### src/rtl/usb_serial_pkg.sv
// ============================================================================
// Module      : usb_serial_pkg
// Description : Shared types and sizing helpers for the packetised USB
//               serial endpoint (IN state encoding, level/counter widths).
// Revision    : 1.0 - initial release
// ============================================================================
`default_nettype none

package usb_serial_pkg;

    // IN-direction packetiser states
    typedef enum logic [1:0] {
        ST_IDLE = 2'd0,
        ST_FILL = 2'd1,
        ST_ZLP  = 2'd2,
        ST_WAIT = 2'd3
    } in_state_t;

    // Occupancy width: one extra bit so full and empty are distinct
    function automatic int fn_level_width(input int depth);
        return $clog2(depth) + 1;
    endfunction

    // Width of a counter that must hold the value max_val itself
    function automatic int fn_count_width(input int max_val);
        return $clog2(max_val + 1);
    endfunction

endpackage

`default_nettype wire

### src/rtl/usb_serial_fifo.sv
// ============================================================================
// Module      : usb_serial_fifo
// Description : Synchronous first-word-fall-through FIFO. Provides the head
//               word combinationally and as a registered copy that tracks
//               the head exactly (bypassing a write into the next head slot).
// Revision    : 1.0 - initial release
// ============================================================================
`default_nettype none

module usb_serial_fifo #(
    parameter int DEPTH = 64,
    parameter int WIDTH = 8
) (
    input  logic                     clk,
    input  logic                     reset,
    input  logic                     push,
    input  logic [WIDTH-1:0]         wdata,
    input  logic                     pop,
    output logic [WIDTH-1:0]         rdata,
    output logic [WIDTH-1:0]         rdata_q,
    output logic [$clog2(DEPTH):0]   level,
    output logic                     empty,
    output logic                     full
);

    localparam int c_aw = $clog2(DEPTH);
    localparam logic [c_aw:0] c_full_level = DEPTH[c_aw:0];

    logic [WIDTH-1:0] r_mem [DEPTH];
    logic [c_aw-1:0]  r_wr_ptr;
    logic [c_aw-1:0]  r_rd_ptr;
    logic [c_aw-1:0]  w_rd_ptr_nxt;
    logic [c_aw:0]    r_level;
    logic             w_push;
    logic             w_pop;

    assign empty        = (r_level == '0);
    assign full         = (r_level == c_full_level);
    assign level        = r_level;
    assign w_push       = push && !full;
    assign w_pop        = pop && !empty;
    assign rdata        = r_mem[r_rd_ptr];
    assign w_rd_ptr_nxt = r_rd_ptr + c_aw'(w_pop);

    // Storage array; contents are meaningless until written, so no reset
    always_ff @(posedge clk) begin
        if (w_push) begin
            r_mem[r_wr_ptr] <= wdata;
        end
    end

    // Pointer and occupancy bookkeeping; pointers wrap modulo DEPTH
    always_ff @(posedge clk or posedge reset) begin
        if (reset) begin
            r_wr_ptr <= '0;
            r_rd_ptr <= '0;
            r_level  <= '0;
        end else begin
            if (w_push) r_wr_ptr <= r_wr_ptr + 1'b1;
            if (w_pop)  r_rd_ptr <= r_rd_ptr + 1'b1;
            if (w_push && !w_pop) begin
                r_level <= r_level + 1'b1;
            end else if (!w_push && w_pop) begin
                r_level <= r_level - 1'b1;
            end
        end
    end

    // Registered head: next cycle's head word, taken from the write port when
    // this cycle's write lands in the slot that becomes the head
    always_ff @(posedge clk or posedge reset) begin
        if (reset) begin
            rdata_q <= '0;
        end else if (w_push && (r_wr_ptr == w_rd_ptr_nxt)) begin
            rdata_q <= wdata;
        end else begin
            rdata_q <= r_mem[w_rd_ptr_nxt];
        end
    end

endmodule

`default_nettype wire

### src/rtl/usb_serial_pkt_ep.sv
// ============================================================================
// Module      : usb_serial_pkt_ep
// Description : Byte-stream (UART-style) to USB bulk IN/OUT endpoint bridge.
//               OUT: request withheld until a whole packet fits in the RX
//               FIFO. IN: packetised by size threshold, idle-flush timer and
//               optional zero-length-packet termination.
//               Build option: define USB_SERIAL_ZLP_EN to send a ZLP after a
//               full-size packet that drains the TX FIFO.
// Revision    : 1.0 - initial release
// ============================================================================
`default_nettype none

module usb_serial_pkt_ep
    import usb_serial_pkg::*;
#(
    parameter int TX_DEPTH     = 64,
    parameter int RX_DEPTH     = 64,
    parameter int MAX_PKT      = 32,
    parameter int FLUSH_CYCLES = 4096
) (
    input  logic                        clk,
    input  logic                        reset,
    // OUT endpoint (host -> device)
    output logic                        out_ep_req,
    input  logic                        out_ep_grant,
    input  logic                        out_ep_data_avail,
    input  logic                        out_ep_setup,
    output logic                        out_ep_data_get,
    input  logic [7:0]                  out_ep_data,
    output logic                        out_ep_stall,
    input  logic                        out_ep_acked,
    // IN endpoint (device -> host)
    output logic                        in_ep_req,
    input  logic                        in_ep_grant,
    input  logic                        in_ep_data_free,
    output logic                        in_ep_data_put,
    output logic [7:0]                  in_ep_data,
    output logic                        in_ep_data_done,
    output logic                        in_ep_stall,
    input  logic                        in_ep_acked,
    // Byte-stream side
    output logic                        uart_tx_ready,
    input  logic [7:0]                  uart_tx_data,
    input  logic                        uart_tx_strobe,
    output logic [7:0]                  uart_rx_data,
    output logic                        uart_rx_valid,
    input  logic                        uart_rx_ready,
    // Status
    output logic [$clog2(TX_DEPTH):0]   tx_level,
    output logic [$clog2(RX_DEPTH):0]   rx_level
);

    localparam int c_tx_lw  = fn_level_width(TX_DEPTH);
    localparam int c_rx_lw  = fn_level_width(RX_DEPTH);
    localparam int c_cnt_w  = fn_count_width(MAX_PKT);
    localparam int c_tmr_w  = fn_count_width(FLUSH_CYCLES);

    localparam logic [c_rx_lw-1:0] c_rx_req_max = c_rx_lw'(RX_DEPTH - MAX_PKT);
    localparam logic [c_tx_lw-1:0] c_tx_pkt     = c_tx_lw'(MAX_PKT);
    localparam logic [c_tx_lw-1:0] c_tx_one     = c_tx_lw'(1);
    localparam logic [c_cnt_w-1:0] c_cnt_full   = c_cnt_w'(MAX_PKT);
    localparam logic [c_cnt_w-1:0] c_cnt_one    = c_cnt_w'(1);
    localparam logic [c_tmr_w-1:0] c_tmr_last   = c_tmr_w'(FLUSH_CYCLES - 1);

    // TX (IN-direction) FIFO
    logic       w_tx_push;
    logic       w_tx_pop;
    logic       w_tx_empty;
    logic       w_tx_full;
    logic [7:0] w_tx_head;
    logic [7:0] w_unused_tx_head_q;

    // RX (OUT-direction) FIFO
    logic       w_rx_pop;
    logic       w_rx_empty;
    logic       w_unused_rx_full;
    logic [7:0] w_unused_rx_head;

    // OUT capture pipeline
    logic       r_out_get_d;
    logic       r_out_wr;
    logic [7:0] r_out_data;

    // IN packetiser
    in_state_t          r_state;
    in_state_t          w_state_nxt;
    logic [c_cnt_w-1:0] r_cnt;
    logic [c_cnt_w-1:0] w_cnt_nxt;
    logic [c_tmr_w-1:0] r_timer;
    logic               w_flush_due;
    logic               w_last;
    logic               w_put_nxt;
    logic               w_done_nxt;
    logic               r_in_req;
    logic               r_in_put;
    logic               r_in_done;
    logic [7:0]         r_in_data;

    // Inputs the endpoint deliberately ignores
    logic w_unused_inputs;
    assign w_unused_inputs = out_ep_setup ^ out_ep_acked;

    assign out_ep_stall    = 1'b0;
    assign in_ep_stall     = 1'b0;

    assign uart_tx_ready   = !w_tx_full;
    assign w_tx_push       = uart_tx_strobe && !w_tx_full;
    assign uart_rx_valid   = !w_rx_empty;
    assign w_rx_pop        = uart_rx_ready && !w_rx_empty;

    // A whole packet always fits once requested, so no mid-packet stall
    assign out_ep_req      = out_ep_data_avail && (rx_level <= c_rx_req_max);
    assign out_ep_data_get = out_ep_grant;

    assign in_ep_req       = r_in_req;
    assign in_ep_data_put  = r_in_put;
    assign in_ep_data_done = r_in_done;
    assign in_ep_data      = r_in_data;

    usb_serial_fifo #(
        .DEPTH (TX_DEPTH),
        .WIDTH (8)
    ) u_tx_fifo (
        .clk     (clk),
        .reset   (reset),
        .push    (w_tx_push),
        .wdata   (uart_tx_data),
        .pop     (w_tx_pop),
        .rdata   (w_tx_head),
        .rdata_q (w_unused_tx_head_q),
        .level   (tx_level),
        .empty   (w_tx_empty),
        .full    (w_tx_full)
    );

    usb_serial_fifo #(
        .DEPTH (RX_DEPTH),
        .WIDTH (8)
    ) u_rx_fifo (
        .clk     (clk),
        .reset   (reset),
        .push    (r_out_wr),
        .wdata   (r_out_data),
        .pop     (w_rx_pop),
        .rdata   (w_unused_rx_head),
        .rdata_q (uart_rx_data),
        .level   (rx_level),
        .empty   (w_rx_empty),
        .full    (w_unused_rx_full)
    );

    // OUT pipeline: mark a get, capture its byte a cycle later, write next
    always_ff @(posedge clk or posedge reset) begin
        if (reset) begin
            r_out_get_d <= 1'b0;
            r_out_wr    <= 1'b0;
            r_out_data  <= '0;
        end else begin
            r_out_get_d <= out_ep_grant && out_ep_data_avail;
            r_out_wr    <= r_out_get_d;
            if (r_out_get_d) begin
                r_out_data <= out_ep_data;
            end
        end
    end

    assign w_flush_due = (r_timer == c_tmr_last);

    // Idle-flush timer: runs only while idle with data; any push restarts it
    always_ff @(posedge clk or posedge reset) begin
        if (reset) begin
            r_timer <= '0;
        end else if (w_tx_push || (r_state != ST_IDLE) || (w_state_nxt != ST_IDLE)) begin
            r_timer <= '0;
        end else if ((tx_level != '0) && !w_flush_due) begin
            r_timer <= r_timer + 1'b1;
        end
    end

    // IN packetiser next-state and pop decision
    always_comb begin
        w_state_nxt = r_state;
        w_cnt_nxt   = r_cnt;
        w_tx_pop    = 1'b0;
        w_last      = 1'b0;
        w_put_nxt   = 1'b0;
        w_done_nxt  = 1'b0;
        case (r_state)
            ST_IDLE: begin
                if ((tx_level >= c_tx_pkt) || ((tx_level != '0) && w_flush_due)) begin
                    w_state_nxt = ST_FILL;
                    w_cnt_nxt   = c_cnt_full;
                end
            end
            ST_FILL: begin
                if (in_ep_grant && in_ep_data_free && !w_tx_empty && (r_cnt != '0)) begin
                    w_tx_pop  = 1'b1;
                    w_put_nxt = 1'b1;
                    w_cnt_nxt = r_cnt - 1'b1;
                    // Packet ends on size, or when this pop drains the FIFO
                    w_last    = (r_cnt == c_cnt_one) || ((tx_level == c_tx_one) && !w_tx_push);
                    if (w_last) begin
                        w_done_nxt  = 1'b1;
                        w_state_nxt = ST_WAIT;
`ifdef USB_SERIAL_ZLP_EN
                        // Full-size packet that drained the FIFO needs a ZLP
                        if ((r_cnt == c_cnt_one) && (tx_level == c_tx_one) && !w_tx_push) begin
                            w_state_nxt = ST_ZLP;
                        end
`endif
                    end
                end
            end
`ifdef USB_SERIAL_ZLP_EN
            ST_ZLP: begin
                if (in_ep_grant && in_ep_data_free) begin
                    w_done_nxt  = 1'b1;
                    w_state_nxt = ST_WAIT;
                end
            end
`endif
            ST_WAIT: begin
                if (in_ep_acked) begin
                    w_state_nxt = ST_IDLE;
                end
            end
            default: begin
                w_state_nxt = ST_IDLE;
            end
        endcase
    end

    // IN packetiser state and registered endpoint outputs
    always_ff @(posedge clk or posedge reset) begin
        if (reset) begin
            r_state   <= ST_IDLE;
            r_cnt     <= '0;
            r_in_req  <= 1'b0;
            r_in_put  <= 1'b0;
            r_in_done <= 1'b0;
            r_in_data <= '0;
        end else begin
            r_state   <= w_state_nxt;
            r_cnt     <= w_cnt_nxt;
            r_in_req  <= (w_state_nxt == ST_FILL) || (w_state_nxt == ST_ZLP);
            r_in_put  <= w_put_nxt;
            r_in_done <= w_done_nxt;
            if (w_tx_pop) begin
                r_in_data <= w_tx_head;
            end
        end
    end

endmodule

`default_nettype wire

### config.mk
export PLATFORM = sky130hd
export DESIGN_NAME = usb_serial_pkt_ep
export DESIGN_NICKNAME = d
export VERILOG_FILES = /design/src/rtl/usb_serial_pkg.sv /design/src/rtl/usb_serial_fifo.sv /design/src/rtl/usb_serial_pkt_ep.sv
export SDC_FILE = /design/constraint.sdc
export NUM_CORES = 1
export LEC_CHECK = 0
export BUFFER_PORTS_ARGS = -buffer_cell sky130_fd_sc_hd__buf_4
export CAP_MARGIN = 0
export CORE_AREA = 3 3 393 395
export CTS_CLUSTER_SIZE = 25
export DETAILED_ROUTE_END_ITERATION = 6
export DIE_AREA = 0 0 396 398
export GPL_TIMING_DRIVEN = 0
export PLACE_DENSITY_LB_ADDON = 0.3
export SYNTH_ARGS = -nofsm -noshare
export SYNTH_HDL_FRONTEND = slang
export SYNTH_HIERARCHICAL = 1
export SYNTH_SLANG_ARGS = --single-unit
### constraint.sdc
create_clock -name clk -period 4.86 [get_ports clk]
set_clock_uncertainty 0.1 [all_clocks]
set_input_delay 0.972 -clock clk [delete_from_list [all_inputs] [get_ports clk]]
set_output_delay 0.972 -clock clk [all_outputs]
set_load 0.005 [all_outputs]
Yosys cells after proc, flatten, opt, wreduce, memory -nomap -nowiden

Memories as Yosys holds them, arrays and structs flattened. A register that Yosys moved wholly into a read port is not among the register bits.
Index checks and enable logic that the tools add are counted.
Widths: inputs -> output; s select.

Word-level logic and storage cells: 109
Bits in writable memories: 1024
Bits in registers: 72
Memories kept: 2

Memories:

| name            | words | bits a word | read ports | clocked after Yosys merged registers in | write ports | line                  | RTL |
|---|---|---|---|---|---|---|---|
| u_rx_fifo.r_mem | 64    | 8           | 1          | 1                                       | 1           | usb_serial_fifo.sv:29 | `logic [WIDTH-1:0] r_mem [DEPTH];` |
| u_tx_fifo.r_mem | 64    | 8           | 1          | 1                                       | 1           | usb_serial_fifo.sv:29 |  |

Add/sub/neg operators: 11
Order comparisons: 2
Reduce and logical (&&, ||, !) cells: 45
Equality and inequality tests: 11
Mux-type cells: 23

Operators with widths:

| kind                  | number |
|---|---|
| $mux 7                | 4 |
| $mux 13               | 2 |
| $add 6x1->6 const B   | 4 |
| $logic_and 1x1->1     | 18 |
| $add 7x1->7 const B   | 2 |
| $eq 7x7->1 const B    | 2 |
| $logic_not 7->1       | 2 |
| $sub 7x1->7 const B   | 2 |
| $add 13x1->13 const B | 1 |
| $eq 13x12->1 const B  | 1 |
| $mux 6                | 2 |
| $pmux 6 s2            | 1 |
| $reduce_bool 2->1     | 6 |
| $logic_not 1->1       | 10 |
| $mux 1                | 9 |
| $mux 2                | 4 |
| $eq 7x1->1 const B    | 1 |
| $ge 7x6->1 const B    | 1 |
| $le 7x6->1 const B    | 1 |
| $reduce_bool 7->1     | 1 |
| $add 6x1->6           | 1 |
| $eq 6x1->1 const B    | 1 |
| $pmux 2 s3            | 1 |
| $reduce_bool 6->1     | 1 |
| other kinds (7)       | 14 |

Logic depth before layout (Yosys ltp)

Depth in word-level cells: 12
Gate-level depth with buffers: 16

By module

Netlist, hierarchy kept.

Modules (own cells, without submodules):

| module                      | cells an instance | area each (sq um) | sequential area each (sq um) | instances |
|---|---|---|---|---|
| usb_serial_fifo (u_tx_fifo) | 1348              | 25389.4           | 16050.4                      | 1 |
| usb_serial_fifo (u_rx_fifo) | 1342              | 25315.5           | 16050.4                      | 1 |
| usb_serial_pkt_ep           | 190               | 2102.0            | 1051.0                       | 1 |

Worst setup path after synthesis

Ideal clock, no wire load.

Path type: input port to flip-flop
Start: input in_ep_grant
End: register u_tx_fifo/rdata_q[6] (netlist name)
Stages on the path: 14
Path buffers: 3
Data required time: 4.678 ns
Slack: 0.587 ns
Arrival: 4.091 ns
Cell sequence: nand4b_1 > a211oi_4 > buf_2 > o21ai_0 > inv_1 > ha_1 > ha_1 > buf_2 > xor2_1 > clkbuf_1 > nand2_1 > a32oi_1 > o2111ai_1 > a31oi_1

RTL lines:

| element         | line                    | RTL |
|---|---|---|
| start, declared | usb_serial_pkt_ep.sv:34 | `input logic in_ep_grant,` |

Worst setup path in the final report

Start: register u_rx_fifo.r_level[0] (netlist: u_rx_fifo/level[0])
End: register u_rx_fifo.rdata_q[6] (read register of u_rx_fifo.r_mem)

Longest elaborated chain between the ends: 5

Ends and longest elaborated chain:

| element                | line                     | RTL |
|---|---|---|
| start, declared        | usb_serial_fifo.sv:33    | `logic [c_aw:0] r_level;` |
| start signal, assigned | usb_serial_fifo.sv:62    | `r_level <= r_level + 1'b1;` |
| start signal, assigned | usb_serial_fifo.sv:64    | `r_level <= r_level - 1'b1;` |
| $logic_not 7->1        | usb_serial_fifo.sv:37    | `assign empty = (r_level == '0);` |
| via w_rx_empty         | usb_serial_pkt_ep.sv:75  | `logic w_rx_empty;` |
| $logic_not 1->1        | usb_serial_pkt_ep.sv:109 | `assign w_rx_pop = uart_rx_ready && !w_rx_empty;` |
| $logic_and 1x1->1      | usb_serial_pkt_ep.sv:109 |  |
| via w_rx_pop           | usb_serial_pkt_ep.sv:74  | `logic w_rx_pop;` |
| $logic_and 1x1->1      | usb_serial_fifo.sv:41    | `assign w_pop = pop && !empty;` |
| via u_rx_fifo.w_pop    | usb_serial_fifo.sv:35    | `logic w_pop;` |
| $add 6x1->6            | usb_serial_fifo.sv:43    | `assign w_rd_ptr_nxt = r_rd_ptr + c_aw'(w_pop);` |
| end, declared          | usb_serial_fifo.sv:20    | `output logic [WIDTH-1:0] rdata_q,` |

The timed path passes the listed nets, and every way through them passes these cells.
A chain may end at the register's enable or synchronous reset.

==> run metrics <==
# rows 143; initial antenna violation count 2; CP Launch Type register; Clock power frac 0.276; DRT antenna net count 0; Sink Count 1112; CP Class reg2reg; setup ws final 291 ps; status finished clean; fin crit period 4570 ps; initial detailed-routing violation count 1973; largest net degree at the start of global routing 65; Psw 9.78 mW; clock latency on the worst-skew pair 710 ps; DRC 0; Buffers on Ports 61; Placer Congestion 0.844; final hold slack 273 ps; Clock Pin Slew Worst Setup and Hold Paths 60 ps; Mapped Cells 2256; Final HPWL DP 72400 um; Cell Int Power 20.0 mW; vias per cell 4.88; Power Dens Cells 583 nW/um^2; crit path DAT 5010 ps; per-cell routed wire length 23.7 um; Setup TNS Final 0 ps; Setup-failing EPs final 0; TritonCTS buffer count 110; Logic pwr share 0.338; Pleak 16.0 nW; drt total wl 108000 um; area grow syn2layout 15.3%; HP Class reg2reg; fin. max-slew vios 0; Relative slew margins 0.197; CP Max Fanout 10; Hold Fails Final Rpt 0; Hold Crit Start r_out_get_d$_DFF_PP0_; share of post-route cells with drive strength above 1 0.252; vias 22300; CORE AREA 152000 um^2; Worst-Margin Slew 1200 ps; CTS tree done; worst-case clock buffer depth 3; post-CTS setup buffers 0; Max Clk Rate 0.219 GHz; htree depth 3; peak supply drop 0.000338 V; worst slack, placed -771 ps; Final #Nets 2491; register share of total power 0.386; DR pass1 iterations 5; GRT Overall Usage 0.136; sw frac 0.329; syn avg cell area 19.6 um^2; count of maximum capacitance violations 0; first-pass GRT wire length 159000 um; Mapped Area 44300 um^2; Syn. warnings 6; Worst Setup SP u_rx_fifo/level[0]$_DFFE_PP0P_; CTS Hold Buffers Added 0; RSZ-0062 raised after global routing yes; Final Cycle Share 0.940; most common library cell in the layout ignoring fill and taps edfxtp_1; Crit. End Element register; reg2reg start u_rx_fifo/level[0]$_DFFE_PP0P_; Req. time, crit path 5300 ps; Initial Utilization 0.292; commonest cells after routing, fill and taps aside edfxtp_1 (1024), mux4_2 (294), nor2_1 (165), nand2_1 (161), clkbuf_16 (111); Die Y 398 um; vias in the first global route 23100; die width 396 um; grt total ovfl 0; die area 158000 um^2; IO Count 66; clk root buf clkbuf_16
-- layer usage --
layer	GRT usage	routed length [um]
met1	0.178	45000
met2	0.232	54300
met3	0.0258	6060
met4	0.0351	2900
met5	0	0
-- area by class of cell --
type | instances | area, um^2
timing repair buffer | 70 | 646
multi-input combinational | 983 | 10600
inverter | 23 | 86.3
buffer | 139 | 671
tap | 2030 | 2540
fill | 14300 | 101000
clock buffer | 145 | 2940
sequential | 1112 | 33000
antenna | 1 | 2.50
clock inverter | 61 | 547
-- power by group through the flow --
stage,logic [mW],registers (mW),clock network [mW]
finish,10.1,11.5,8.21
global route,10.7,11.5,8.82
CTS,10.1,11.5,8.45
detailed placement,10.1,11.7,0
global placement,9.80,11.8,0
floorplan,6.38,11.6,0
-- critical path, cell delays in order (launching register included) --
cell      delay (ps)
dfrtp_1          470
nor4_1           120
nand2_1          110
nor2_1            60
nor2b_1          140
o21ai_2          160
inv_1            150
ha_1             290
ha_1             180
buf_2            220
a21boi_0         340
a31oi_1          130
o21ai_1          670
clkbuf_1         580
nand3_1          300
nand4_1          220
a31oi_1          140
-- per-stage QoR --
step           cells  total power, mW  utilization  area [um^2]
2_1_floorplan   2257             18.0            -        44300
4_1_cts         4563             30.1        0.336        51000
3_5_place_dp    4357             21.8        0.313        47500
3_3_place_gp    4348             21.6        0.312        47300
6_report        4564             29.8        0.337        51000
5_1_grt         4563             31.0        0.337        51000
-- path summary, 6_finish.rpt --
check                                                     to  slack (ps)  cells after the start
setup / recovery              u_rx_fifo/rdata_q[6]$_DFF_PP0_         290                     16
hold reg to reg                           r_out_wr$_DFF_PP0_         270                      0
hold / removal                            r_out_wr$_DFF_PP0_         270                      0
setup reg to reg              u_rx_fifo/rdata_q[6]$_DFF_PP0_         290                     16
min in group asynchronous           in_ep_data_put$_DFF_PP0_         280                      2
max in group asynchronous  u_tx_fifo/r_rd_ptr[5]$_DFFE_PP0P_        3760                      2
-- flip-flops by register name, summed over array words and instances (netlist names) --
signal / count
r_cnt: 6
u_rx_fifo/r_mem: 512
u_tx_fifo/r_rd_ptr: 6
r_out_data: 8
u_rx_fifo/r_rd_ptr: 6
u_tx_fifo/r_wr_ptr: 6
in_ep_data_done: 1
u_rx_fifo/level: 7
u_rx_fifo/rdata_q: 8
r_state: 2
u_tx_fifo/level: 7
r_out_get_d: 1
in_ep_data_put: 1
u_tx_fifo/r_mem: 512
in_ep_req: 1
r_timer: 13
u_rx_fifo/r_wr_ptr: 6
in_ep_data: 8
r_out_wr: 1
-- timing repair --
action / in CTS / in global routing
endpoints found under the setup margin: 8 / 8
cloned: 0 / 0
resized for setup: 12 / 33
Note: power is estimated with default switching activity, not from simulation.
